### src/rtl/mult_ctrl.sv
// ============================================================================
// mult_ctrl : sequencer for a shift-add multiplier accumulator
//   Issues Load/Ad/Sh strobes for one unsigned WIDTH x WIDTH multiply per start.
// Revision  : 1.0
// ============================================================================
`default_nettype none

module mult_ctrl #(
  parameter  int WIDTH = 16,
  localparam int CNT_W = $clog2(WIDTH)
) (
  input  logic             Clk,
  input  logic             Rst_n,
  input  logic             St,
  input  logic             Clr,
  input  logic             M,
  output logic             Load,
  output logic             Sh,
  output logic             Ad,
  output logic             Busy,
  output logic             Done,
  output logic [CNT_W-1:0] Count
);

  typedef enum logic [2:0] {
    IDLE  = 3'd0,
    LOAD  = 3'd1,
    CHECK = 3'd2,
    SHIFT = 3'd3,
    DONE  = 3'd4
  } state_t;

  state_t state;
  logic   last_step;

  // The step in progress is the final one when WIDTH-1 shifts are already done.
  assign last_step = (Count == CNT_W'(WIDTH - 1));

  always_ff @(posedge Clk or negedge Rst_n) begin
    if (!Rst_n) begin
      state <= IDLE;
      Count <= '0;
    end else if (Clr) begin
      state <= IDLE;
      Count <= '0;
    end else begin
      case (state)
        IDLE: begin
          if (St) state <= LOAD;
        end
        LOAD: begin
          Count <= '0;
          state <= CHECK;
        end
        CHECK: begin
          if (M) begin
            state <= SHIFT;
          end else begin
            Count <= Count + CNT_W'(1);
            state <= last_step ? DONE : CHECK;
          end
        end
        SHIFT: begin
          Count <= Count + CNT_W'(1);
          state <= last_step ? DONE : CHECK;
        end
        DONE: begin
          state <= IDLE;
        end
        default: begin
          state <= IDLE;
        end
      endcase
    end
  end

  // Strobes are decoded from the registered state; CHECK needs the live
  // multiplier bit, and Clr must silence everything in the cycle it is seen.
  always_comb begin
    Load = 1'b0;
    Sh   = 1'b0;
    Ad   = 1'b0;
    Done = 1'b0;
    Busy = (state != IDLE);
    if (!Clr) begin
      case (state)
        LOAD:    Load = 1'b1;
        CHECK: begin
          Ad = M;
          Sh = ~M;
        end
        SHIFT:   Sh   = 1'b1;
        DONE:    Done = 1'b1;
        default: ;
      endcase
    end
  end

endmodule

`default_nettype wire

### config.mk
export PLATFORM = sky130hd
export DESIGN_NAME = mult_ctrl
export DESIGN_NICKNAME = d
export VERILOG_FILES = /design/src/rtl/mult_ctrl.sv
export SDC_FILE = /design/constraint.sdc
export NUM_CORES = 1
export LEC_CHECK = 0
export ABC_AREA = 1
export CORE_MARGIN = 5
export CORE_UTILIZATION = 30
export CTS_CLUSTER_SIZE = 8
export DETAILED_ROUTE_END_ITERATION = 10
export PLACE_DENSITY = 0.66
export RECOVER_POWER = 50
export SYNTH_ARGS = -nofsm -noshare
export SYNTH_HDL_FRONTEND = slang
export SYNTH_SLANG_ARGS = --single-unit
### constraint.sdc
create_clock -name Clk -period 2.87 [get_ports Clk]
set_input_delay 0.574 -clock Clk [delete_from_list [all_inputs] [get_ports Clk]]
set_output_delay 0.574 -clock Clk [all_outputs]
set_load 0.05 [all_outputs]
## After elaboration in Yosys (flattened, before gate mapping)

Cells that the tools add are included.

- $add $sub $neg: 1
- $mul: 0
- Div/mod/pow operators: 0
- Order comparisons: 0
- Equal/unequal tests: 7
- Shift operators: 0
- Multiplexer cells: 16
- Bitwise operators: 1
- Reductions and logical operators: 4

Operators with widths:

| kind | count |
|---|---|
| 2-to-1 mux 3 bit | 4 |
| one-hot mux 3 bit (4 select lines) | 1 |
| one-hot mux 4 bit (3 select lines) | 1 |
| 2-to-1 mux 4 bit | 2 |
| 2-to-1 mux 1 bit | 7 |
| == test 3 x 2 -> 1 bit, second input constant | 2 |
| != test 3 bit, second input constant | 2 |
| adder 4 x 1 -> 4 bit, second input constant | 1 |
| == test 4 bit, second input constant | 1 |
| nonzero test 4 bit | 1 |
| == test 3 x 1 -> 1 bit, second input constant | 1 |
| == test 3 bit, second input constant | 1 |
| zero test 3 bit | 1 |
| nonzero test 3 bit | 1 |
| one-hot mux 1 bit (2 select lines) | 1 |
| AND reduction 2 bit | 1 |
| NOT 1 bit | 1 |

- Register bits after elaboration: 7
- Latch bits: 0
- RAM bits: 0
- Memory bits (read-only): 0
- Input port bits: 5
- Output and inout bits: 9
- Word-level logic and storage cells: 31
- Memories kept: 0

## Depth between registers and ports, before layout

Gate-level depths: netlist (run 1).

- Depth after elaboration: 5
- Depth in mapped cells: 7
- Mapped depth without buffers: 7

## Least setup slack after synthesis (run 1)

Ideal clock, no wire load.

- Path type: input to output
- From: input port Clr
- To: output port Load
- Data arrival time: 2127 ps
- Data required time: 2296 ps
- Setup slack: 169 ps
- Stages on the path: 1
- Buffers on the path: 0
- Path through: nor4_1

- Word-level cells in the longest chain between the ends: 1

Ends and longest elaborated chain:

| element | RTL line | source |
|---|---|---|
| start: declaration | 15 | `input logic Clr,` |
| 2-to-1 mux 1 bit | 85 | `if (!Clr) begin` |
| end: declaration | 17 | `output logic Load,` |

No other way between the ends.

## Final worst setup path (run 1)

Ends and elaborated chain as after synthesis.

==> metrics.md, run 1 <==
| Metric | Value |
|---|---|
| RSZ-0062 raised after global routing | `no` |
| CTS sink cnt | `7` |
| Clock Pin Slew Worst Setup and Hold Paths | `50 ps` |
| Post-CTS Repair Setup Buffers | `0` |
| Post-Syn Nets | `66` |
| TNS Setup | `0 ps` |
| CP Depth | `3` |
| Placed cell area | `639.4 µm²` |
| Vias in the first global route | `435` |
| VDD IR max | `0.2414 mV` |
| CP startpoint kind | `input port` |
| Inserted Clock Buffers | `3` |
| Final HPWL DP | `824.6 µm` |
| FF/Latch Area | `175.2 µm²` |
| Worst-path maximum fanout | `4` |
| Number of diodes | `0` |
| Worst skew pair latency | `250 ps` |
| CP endpoint kind | `output port` |
| Commonest non-fill, non-tap cell in the layout | `nand2_1` |
| First drt pass iteration count | `4` |
| Iteration-0 DRC Markers | `4` |
| Area of the multi-input gates | `252.7 µm²` |
| Dpl cells | `89` |
| Setup ws final | `471.8 ps` |
| Final Critical Period | `2398 ps` |
| CP Class | `input port to output port` |
| Worst path bufs/invs | `2` |
| Ys Warns | `0` |
| Design area | `665.6 µm²` |
| Endpoints failing setup | `0` |
| Sequential fraction of the synthesis area | `37.94%` |
| CTS Root Cell | `clkbuf_4` |
| First-pass GRT wire length | `1856 µm` |
| Largest family of logic cells by synthesized area | `simple AND/OR/NAND/NOR gates` |
| PortBufs | `13` |
| Hold Path Class | `register to register` |
| Mux share of post-synthesis cell area | `0%` |
| DRC Markers | `0` |
| Mapped Area | `461.7 µm²` |
| Syn avg cell area | `7.695 µm²` |
| Slowest-stage cell, CP | `dlygate4sd3_1` |
| WHS Path Cells | `1` |
| I/O pin count | `14` |
| Area growth syn-to-layout | `44.17%` |
| Final wirelength | `1020 µm` |
| Routability congestion estimate from global placement | `0.7721` |
| Final core occ | `44.71%` |
| Post-Synth Simple-Gate Area | `48.78%` |
| Synth Area in Compound Gates | `3.252%` |
| CP max stage delay | `580 ps` |
| Average wire per standard cell | `10.97 µm` |
| CTS tree | `done` |
| Layout cells sized above 1 | `23.38%` |
| Worst path cell trace | `dlygate4sd3_1 > nor4_1 > buf_12` |
| Period utilisation layout | `83.56%` |
| Cts-stage hold buffer count | `0` |
| Hold WS | `559.9 ps` |
| Post-route insts no fill | `93` |
| Pre-CTS WS | `525.9 ps` |
| Commonest cells after routing, fill and taps aside | `nand2_1 (15), dfrtp_1 (7), nand3_1 (7), clkdlybuf4s50_1 (7)` |
| Core area | `1489 µm²` |
| Largest delay share family, worst path | `buffers and inverters` |
| Remaining Overflow, GRT | `0` |
| Final Hold Vio Count | `0` |
| Worst Tran Pin Value | `500.7 ps` |
| Die Ht | `49.23 µm` |
| Worst Skew | `3.870 ps` |
| Pins over their slew limit | `0` |
| Row count | `14` |
| Register-to-Register Path Depth | `6` |
| Status | `completed` |
| Leak pwr | `0.3232 nW` |
| Antenna violations before repair | `0` |
| Adder-Cell Fraction of Synth Area | `2.710%` |
| Clock buffer depth | `2` |
| Crit path DAT | `1820 ps` |
| Relative slew margins | `66.52%` |
| Die Wd | `49.23 µm` |
| Synth cell types | `18` |
| Starting Density | `31.01%` |
| Yosys reg bits | `7` |
| Detailed-route via count | `441` |
| Routed Antenna Nets | `0` |
| Maxcap violations | `0` |
| H-tree lvl count | `1` |
| Largest net degree at the start of global routing | `9` |
| CP required | `2300 ps` |
| # fillers | `151` |
| Pwr per Cell Area | `453.8 nW/µm²` |
| Area of the die | `2424 µm²` |
| Synthesized instance count | `60` |
| Final #Nets | `84` |
| Resized cells post-CTS | `0` |
| Power Total | `302.1 µW` |
| Total GRT Usage | `9.586%` |
| XOR/XNOR share of the synthesized area | `0%` |
| Max Freq | `0.4170 GHz` |
| Vias per cell | `4.742` |
per-layer routing:
layer	share of wire (%)	global-route usage (%)	wire length, µm
met3	4.8	2.446	49
met1	49	12.64	504
met5	0	0	0
met4	0	4.036	0
met2	46	14.59	466
sequential cells by signal, indices dropped and copies added (netlist names):
signal,cells
Count,4
state,3
cell families (layout without fill, tap and decap cells):
family,count (synthesis),after routing
adder cells (fa/ha/maj),1,1
buffers and inverters,9,26
AND/OR/NAND/NOR,40,40
AO/OA/AOI/OAI,3,3
flip-flops,7,7
worst reg2reg max path, cell delays in order (launching register included):
cell	delay, ps
dfrtp_1	440
ha_1	240
nand2_1	110
nand2_1	60
nor2_1	90
nand3_1	80
nand2_1	70
worst paths after layout:
check,end,slack (ps),startpoint
min in group asynchronous,Count[0],650,Rst_n
max,Load,470,Clr
max reg2reg,Count[2],1720,Count[0]
min reg2reg,state[1],560,state[1]
min,state[1],560,state[1]
max in group asynchronous,state[1],1970,Rst_n
where the power goes:
group	internal (mW)	total (mW)	switching (mW)
logic	0.0360	0.101	0.0654
clock network	0.0530	0.0878	0.0349
registers	0.104	0.113	0.00870
cell type report:
cell class              count  area share (%)
repair buffers             13           23.68
well taps                  16           3.008
clock buffers               4           3.947
flip-flops and latches      7           26.32
inverters                   9           5.075
multi-input cells          44           37.97
cells in the mapped netlist, drive strengths merged:
library cell / count / area share [%]
a21oi: 2 / 2.2
nor4: 2 / 4.1
inv: 9 / 7.3
nand3: 8 / 9.8
nand4: 1 / 1.4
ha: 1 / 2.7
dfrtp: 7 / 38
o21ai: 1 / 1.1
nand2: 18 / 17
nor3: 2 / 2.2
nor2: 9 / 14
Power figures use the tool's default switching activity.
==> run 2, diff against run 1 <==
--- a/config.mk
+++ b/config.mk
@@ -10,7 +10,7 @@
 export CORE_UTILIZATION = 30
 export CTS_CLUSTER_SIZE = 8
 export DETAILED_ROUTE_END_ITERATION = 10
-export PLACE_DENSITY = 0.66
+export PLACE_DENSITY = 0.68
 export RECOVER_POWER = 50
 export SYNTH_ARGS = -nofsm -noshare
 export SYNTH_HDL_FRONTEND = slang
==> constraint.sdc (replaced) <==
create_clock -name Clk -period 2.1 [get_ports Clk]
set_input_delay 0.42 -clock Clk [delete_from_list [all_inputs] [get_ports Clk]]
set_output_delay 0.42 -clock Clk [all_outputs]
set_load 0.05 [all_outputs]
==> run 2 against run 1 <==
First-iteration DRC count rose to 3.8 times the previous value; clock skew rose by 2.0 ps; hold slack got worse by 57 ps; clock power grew 41%.
==> metrics.md, run 2 (synthesis results as in run 1) <==
| Metric | Value |
|---|---|
| CTS sink cnt | `7 (unchanged)` |
| # fillers | `143 (-5.3%)` |
| Post-route insts no fill | `94 (+1.1%)` |
| Worst path bufs/invs | `1 (-1)` |
| Max Freq | `0.5131 GHz` |
| CTS tree | `done` |
| Largest delay share family, worst path | `buffers and inverters` |
| Row count | `14 (unchanged)` |
| First-pass GRT wire length | `1814 µm (-2.3%)` |
| Cts-stage hold buffer count | `0 (unchanged)` |
| GR Util met1 | `11.32% (-1.3 points)` |
| Inserted Clock Buffers | `3 (unchanged)` |
| Area of the die | `2424 µm² (unchanged)` |
| Crit path DAT | `1530 ps (-290 ps)` |
| VDD IR max | `0.2892 mV (+20%)` |
| Vias per cell | `4.936 (+4.1%)` |
| Worst-path maximum fanout | `6 (+2)` |
| DRC Markers | `0 (unchanged)` |
| PortBufs | `13 (unchanged)` |
| CP required | `1680 ps (-620 ps)` |
| Antenna violations before repair | `0 (unchanged)` |
| Met2 Use GR | `15.02% (+0.43 points)` |
| Hold WS | `502.6 ps (-57.32 ps)` |
| Max reg flops | `4 (unchanged)` |
| Status | `completed` |
| Busiest grt layer | `met2` |
| Number of diodes | `0 (unchanged)` |
| CTS Root Cell | `clkbuf_4` |
| Remaining Overflow, GRT | `0 (unchanged)` |
| Layout cells sized above 1 | `26.92% (+3.5 points)` |
| Commonest non-fill, non-tap cell in the layout | `nand2_1` |
| Worst skew pair latency | `250 ps (about the same)` |
| Design area | `686.9 µm² (+3.2%)` |
| M3 GR Usage | `2.141% (-0.31 points)` |
| Die Wd | `49.23 µm (unchanged)` |
| Endpoints failing setup | `0 (unchanged)` |
| CP max stage delay | `840 ps (+260 ps)` |
| Worst Tran Pin Value | `500.8 ps (+0.1284 ps)` |
| Maxcap violations | `0 (unchanged)` |
| Most flop-heavy register | `Count` |
| TNS Setup | `0 ps (unchanged)` |
| Relative slew margins | `66.51% (about the same)` |
| Clock Pin Slew Worst Setup and Hold Paths | `50 ps (about the same)` |
| Average wire per standard cell | `11.39 µm (+3.9%)` |
| RSZ-0062 raised after global routing | `no` |
| Routability congestion estimate from global placement | `0.8035 (+4.1%)` |
| CP endpoint kind | `output port` |
| Period utilisation layout | `92.81%` |
| Worst Skew | `5.851 ps (+1.981 ps)` |
| Clock buffer depth | `2 (unchanged)` |
| Iteration-0 DRC Markers | `15 (+11)` |
| Core area | `1489 µm² (unchanged)` |
| CP startpoint kind | `register` |
| Area growth syn-to-layout | `48.78%` |
| Slowest-stage cell, CP | `clkdlybuf4s50_1` |
| Final #Nets | `85 (+1.2%)` |
| Area of the multi-input gates | `256.5 µm² (+1.5%)` |
| FF/Latch Area | `175.2 µm² (unchanged)` |
| Post-CTS Repair Setup Buffers | `0 (unchanged)` |
| Placed cell area | `663.1 µm² (+3.7%)` |
| Starting Density | `31.01% (unchanged)` |
| CP Class | `register to output port` |
| Final Critical Period | `1949 ps` |
| Total GRT Usage | `9.580% (about the same)` |
| Largest regs | `Count (4), state (3)` |
| I/O pin count | `14 (unchanged)` |
| Leak pwr | `0.3315 nW (+2.5%)` |
| Pwr per Cell Area | `609.0 nW/µm² (+34%)` |
| Final core occ | `46.13% (+1.4 points)` |
| Commonest cells after routing, fill and taps aside | `nand2_1 (16), dfrtp_1 (7), nand3_1 (7), clkdlybuf4s50_1 (7), nor2_1 (6)` |
| Dpl cells | `90 (+1.1%)` |
| Die Ht | `49.23 µm (unchanged)` |
| Resized cells post-CTS | `0 (unchanged)` |
| H-tree lvl count | `1 (unchanged)` |
| Detailed-route via count | `464 (+5.2%)` |
| Worst path cell trace | `clkdlybuf4s50_1` |
| Final HPWL DP | `835.2 µm (+1.3%)` |
| Largest net degree at the start of global routing | `9 (unchanged)` |
| Final wirelength | `1071 µm (+5.0%)` |
| First drt pass iteration count | `3 (-1)` |
| Routed Antenna Nets | `0 (unchanged)` |
| Pins over their slew limit | `0 (unchanged)` |
| Hold Path Class | `input port to asynchronous set/reset pin` |
| Vias in the first global route | `432 (-0.69%)` |
| Final Hold Vio Count | `0 (unchanged)` |
==> run 2: cell types whose count changed in the layout (fill, tap and decap cells not counted) <==
cell | previous run | this run
dlygate4sd3_1 | 2 | 1
buf_12 | 3 | 4
inv_2 | 3 | 4
nor4_1 | 1 | 0
buf_4 | 1 | 2
nand2_1 | 15 | 16
nor4_2 | 1 | 2
nand2_2 | 2 | 1
inv_1 | 6 | 5
==> run 2: through the flow <==
stage / setup slack [ps] / power (mW)
floorplan: 59.88 / 0.2467
global placement: 190.9 / 0.2982
detailed placement: 190.0 / 0.2996
CTS: 143.4 / 0.4242
global route: 99.85 / 0.4394
finish: 151.1 / 0.4183
==> run 2: worst paths after layout <==
kind | from | end | slack [ps] | cells past startpoint
min | Rst_n | Count[1] | 500 | 1
min reg2reg | state[1] | state[1] | 570 | 1
max | Count[0] | Count[0] | 150 | 1
max in group asynchronous | Rst_n | Count[3] | 1340 | 1
max reg2reg | Count[0] | Count[2] | 950 | 6
min in group Clk | state[1] | state[1] | 570 | 1
==> run 2: cell type report <==
cell class	instances	share of cell area (%)
Clock buffer	4	3.825
Multi-Input combinational cell	44	37.34
Sequential cell	7	25.50
Tap cell	16	2.914
Timing Repair Buffer	14	25.50
Inverter	9	4.918
==> run 2: layer usage <==
| metal | up-vias | share of wire, % |
|---|---|---|
| li1 | 229 | - |
| met1 | 215 | 48 |
| met2 | 16 | 44 |
| met3 | 4 | 5.2 |
| met4 | 0 | 2.1 |
| met5 | - | 0 |
==> run 2: where the power goes <==
part	leakage [nW]	total [mW]	internal [mW]	switching (mW)
clock network	0.0150	0.124	0.0726	0.0510
registers	0.0957	0.154	0.142	0.0117
logic	0.221	0.141	0.0503	0.0904
total	0.331	0.418	0.265	0.153
==> run 3, diff against run 2 <==
==> constraint.sdc (replaced) <==
create_clock -name Clk -period 1.69 [get_ports Clk]
set_input_delay 0.338 -clock Clk [delete_from_list [all_inputs] [get_ports Clk]]
set_output_delay 0.338 -clock Clk [all_outputs]
set_load 0.05 [all_outputs]
==> run 3 against run 2 <==
Hold slack lost 77 ps; non-clock buffer count grew 5; final cell count grew 5.3%; worst setup slack lost 110 ps; via count grew 2.4%; routed wire length grew 7.9%; register-to-register slack lost 480 ps; total power grew 35%; largest cell class unchanged.
==> metrics.md, run 3 (synthesis results as in run 1) <==
| Metric | Value |
|---|---|
| CTS Root Cell | `clkbuf_4` |
| Placed cell area | `735.7 µm² (+11%)` |
| Status | `completed` |
| Routed Antenna Nets | `0 (unchanged)` |
| Maxcap violations | `0 (unchanged)` |
| Clock share of power | `27.7% (-1.9 points)` |
| Power Total | `564.4 µW (+35%)` |
| Total GRT Usage | `11.01% (+1.4 points)` |
| CTS sink cnt | `7 (unchanged)` |
| Final core occ | `51.76% (+5.6 points)` |
| CP startpoint kind | `input port` |
| I/O pin count | `14 (unchanged)` |
| CP startpoint | `M` |
| Die Ht | `49.23 µm (unchanged)` |
| Internal cell power | `358.2 µW (+35%)` |
| Routability congestion estimate from global placement | `0.7863 (-2.1%)` |
| Endpoints failing setup | `0 (unchanged)` |
| Core area | `1489 µm² (unchanged)` |
| VDD IR max | `0.5069 mV (+75%)` |
| Dpl cells | `95 (+5.6%)` |
| First drt pass iteration count | `4 (+1)` |
| Largest regs | `Count (4), state (3)` |
| Row count | `14 (unchanged)` |
| Antenna violations before repair | `0 (unchanged)` |
| First-pass GRT wire length | `2070 µm (+14%)` |
| Commonest cells after routing, fill and taps aside | `nand2_1 (15), dfrtp_1 (7), nand3_1 (7), buf_12 (7), buf_4 (7)` |
| Worst skew pair latency | `250 ps (about the same)` |
| Starting Density | `31.01% (unchanged)` |
| CTS tree | `done` |
| Inserted Clock Buffers | `3 (unchanged)` |
| Leak pwr | `0.3761 nW (+13%)` |
| Max reg flops | `4 (unchanged)` |
| RSZ-0062 raised after global routing | `no` |
| Final wirelength | `1156 µm (+7.9%)` |
| Die Wd | `49.23 µm (unchanged)` |
| Worst-path maximum fanout | `2 (-4)` |
| Design area | `770.7 µm² (+12%)` |
| TNS Setup | `0 ps (unchanged)` |
| Sw Ratio | `36.54% (-0.066 points)` |
| Relative slew margins | `60.89% (-5.6 points)` |
| Area of the die | `2424 µm² (unchanged)` |
| Final Hold Vio Count | `0 (unchanged)` |
| Gate power share | `38.1% (+4.5 points)` |
| Area growth syn-to-layout | `66.94%` |
| Setup crit end | `Sh` |
| Most flop-heavy register | `Count` |
| Max Freq | `0.6080 GHz` |
| H-tree lvl count | `1 (unchanged)` |
| Remaining Overflow, GRT | `0 (unchanged)` |
| Average wire per standard cell | `11.68 µm (+2.5%)` |
| PortBufs | `13 (unchanged)` |
| Crit path DAT | `1310 ps (-220 ps)` |
| Worst Skew | `0.2610 ps (-5.590 ps)` |
| Pins over their slew limit | `0 (unchanged)` |
| NetSw | `206.2 µW (+35%)` |
| DRC Markers | `0 (unchanged)` |
| Vias in the first global route | `493 (+14%)` |
| CP Class | `input port to output port` |
| Largest net degree at the start of global routing | `8 (-1)` |
| Final #Nets | `90 (+5.9%)` |
| Hold Path Class | `input port to asynchronous set/reset pin` |
| Hold WS | `425.2 ps (-77.47 ps)` |
| CP required | `1350 ps (-330 ps)` |
| Register-to-Register Path Depth | `7 (+1)` |
| Post-route insts no fill | `99 (+5.3%)` |
| CP endpoint kind | `output port` |
| Commonest non-fill, non-tap cell in the layout | `nand2_1` |
| Reg2reg start | `state[1]` |
| Vias per cell | `4.798 (-2.8%)` |
| R2R Path End | `Count[3]` |
| Pwr per Cell Area | `732.3 nW/µm² (+20%)` |
| Period utilisation layout | `97.32%` |
| Clock Pin Slew Worst Setup and Hold Paths | `50 ps (about the same)` |
| Clock buffer depth | `2 (unchanged)` |
| Final Critical Period | `1645 ps` |
| Final HPWL DP | `913.4 µm (+9.4%)` |
| Layout cells sized above 1 | `37.35% (+10 points)` |
| Sequential fraction of design power | `34.2% (-2.6 points)` |
| Number of diodes | `0 (unchanged)` |
| Pre-CTS WS | `-10.57 ps (-200.6 ps)` |
| Iteration-0 DRC Markers | `5 (-10)` |
| Detailed-route via count | `475 (+2.4%)` |
| Setup ws final | `45.27 ps (-105.8 ps)` |
| # fillers | `140 (-2.1%)` |
| R2r setup slk | `470 ps (-480 ps)` |
| Worst Tran Pin Value | `589.2 ps (+88.44 ps)` |
==> run 3: cell count changes in the layout (fill, tap and decap cells not counted), sizes merged <==
cell and delta:
buf +8, clkdlybuf4s50 -5, clkbuf +1, dlygate4sd2 +1
==> run 3: power by group through the flow <==
stage / Combinational (mW) / Clock, mW / Sequential (mW)
after floorplan: 0.107 / 0 / 0.201
after global placement: 0.211 / 0 / 0.195
after detailed placement: 0.212 / 0 / 0.195
after global routing: 0.231 / 0.176 / 0.195
after CTS: 0.214 / 0.162 / 0.192
final: 0.215 / 0.156 / 0.193
==> run 3: how the worst min path moves through the flow <==
stage / startpoint / depth (start not counted) / slack [ps] / end
after CTS: Rst_n / 1 / 360 / Count[0]
after global routing: Rst_n / 1 / 430 / Count[3]
final: Rst_n / 1 / 430 / Count[1]
after floorplan: Rst_n / 0 / 40 / Count[0]
after detailed placement: state[1] / 1 / 560 / state[1]
after global placement: Count[3] / 2 / 550 / Count[3]
==> run 3: layout make-up <==
class	instances	area, µm²	area share [%]
Timing Repair Buffer	19	235.2	30.52
Inverter	9	33.78	4.383
Clock buffer	4	26.28	3.409
Tap cell	16	20.02	2.597
Multi-Input combinational cell	44	280.3	36.36
Sequential cell	7	175.2	22.73
==> run 3: routing by layer <==
layer	wire (µm)	track usage, %
met1	489	12.78
met2	577	16.95
met3	75	3.976
met4	13	6.726
met5	0	0
==> run 3: timing repair <==
action | 4_1_cts | 5_1_grt
setup endpoints to repair | 2 | 2
hold buffers | 0 | 0
resized for setup | 2 | 2
buffers inserted | 0 | 0
==> run 3: worst max-delay path, cell delays in order <==
cell and delay [ps]:
clkdlybuf4s50_1 420, inv_1 100, nor2_4 40, buf_4 150, nor2_8 120, buf_12 140
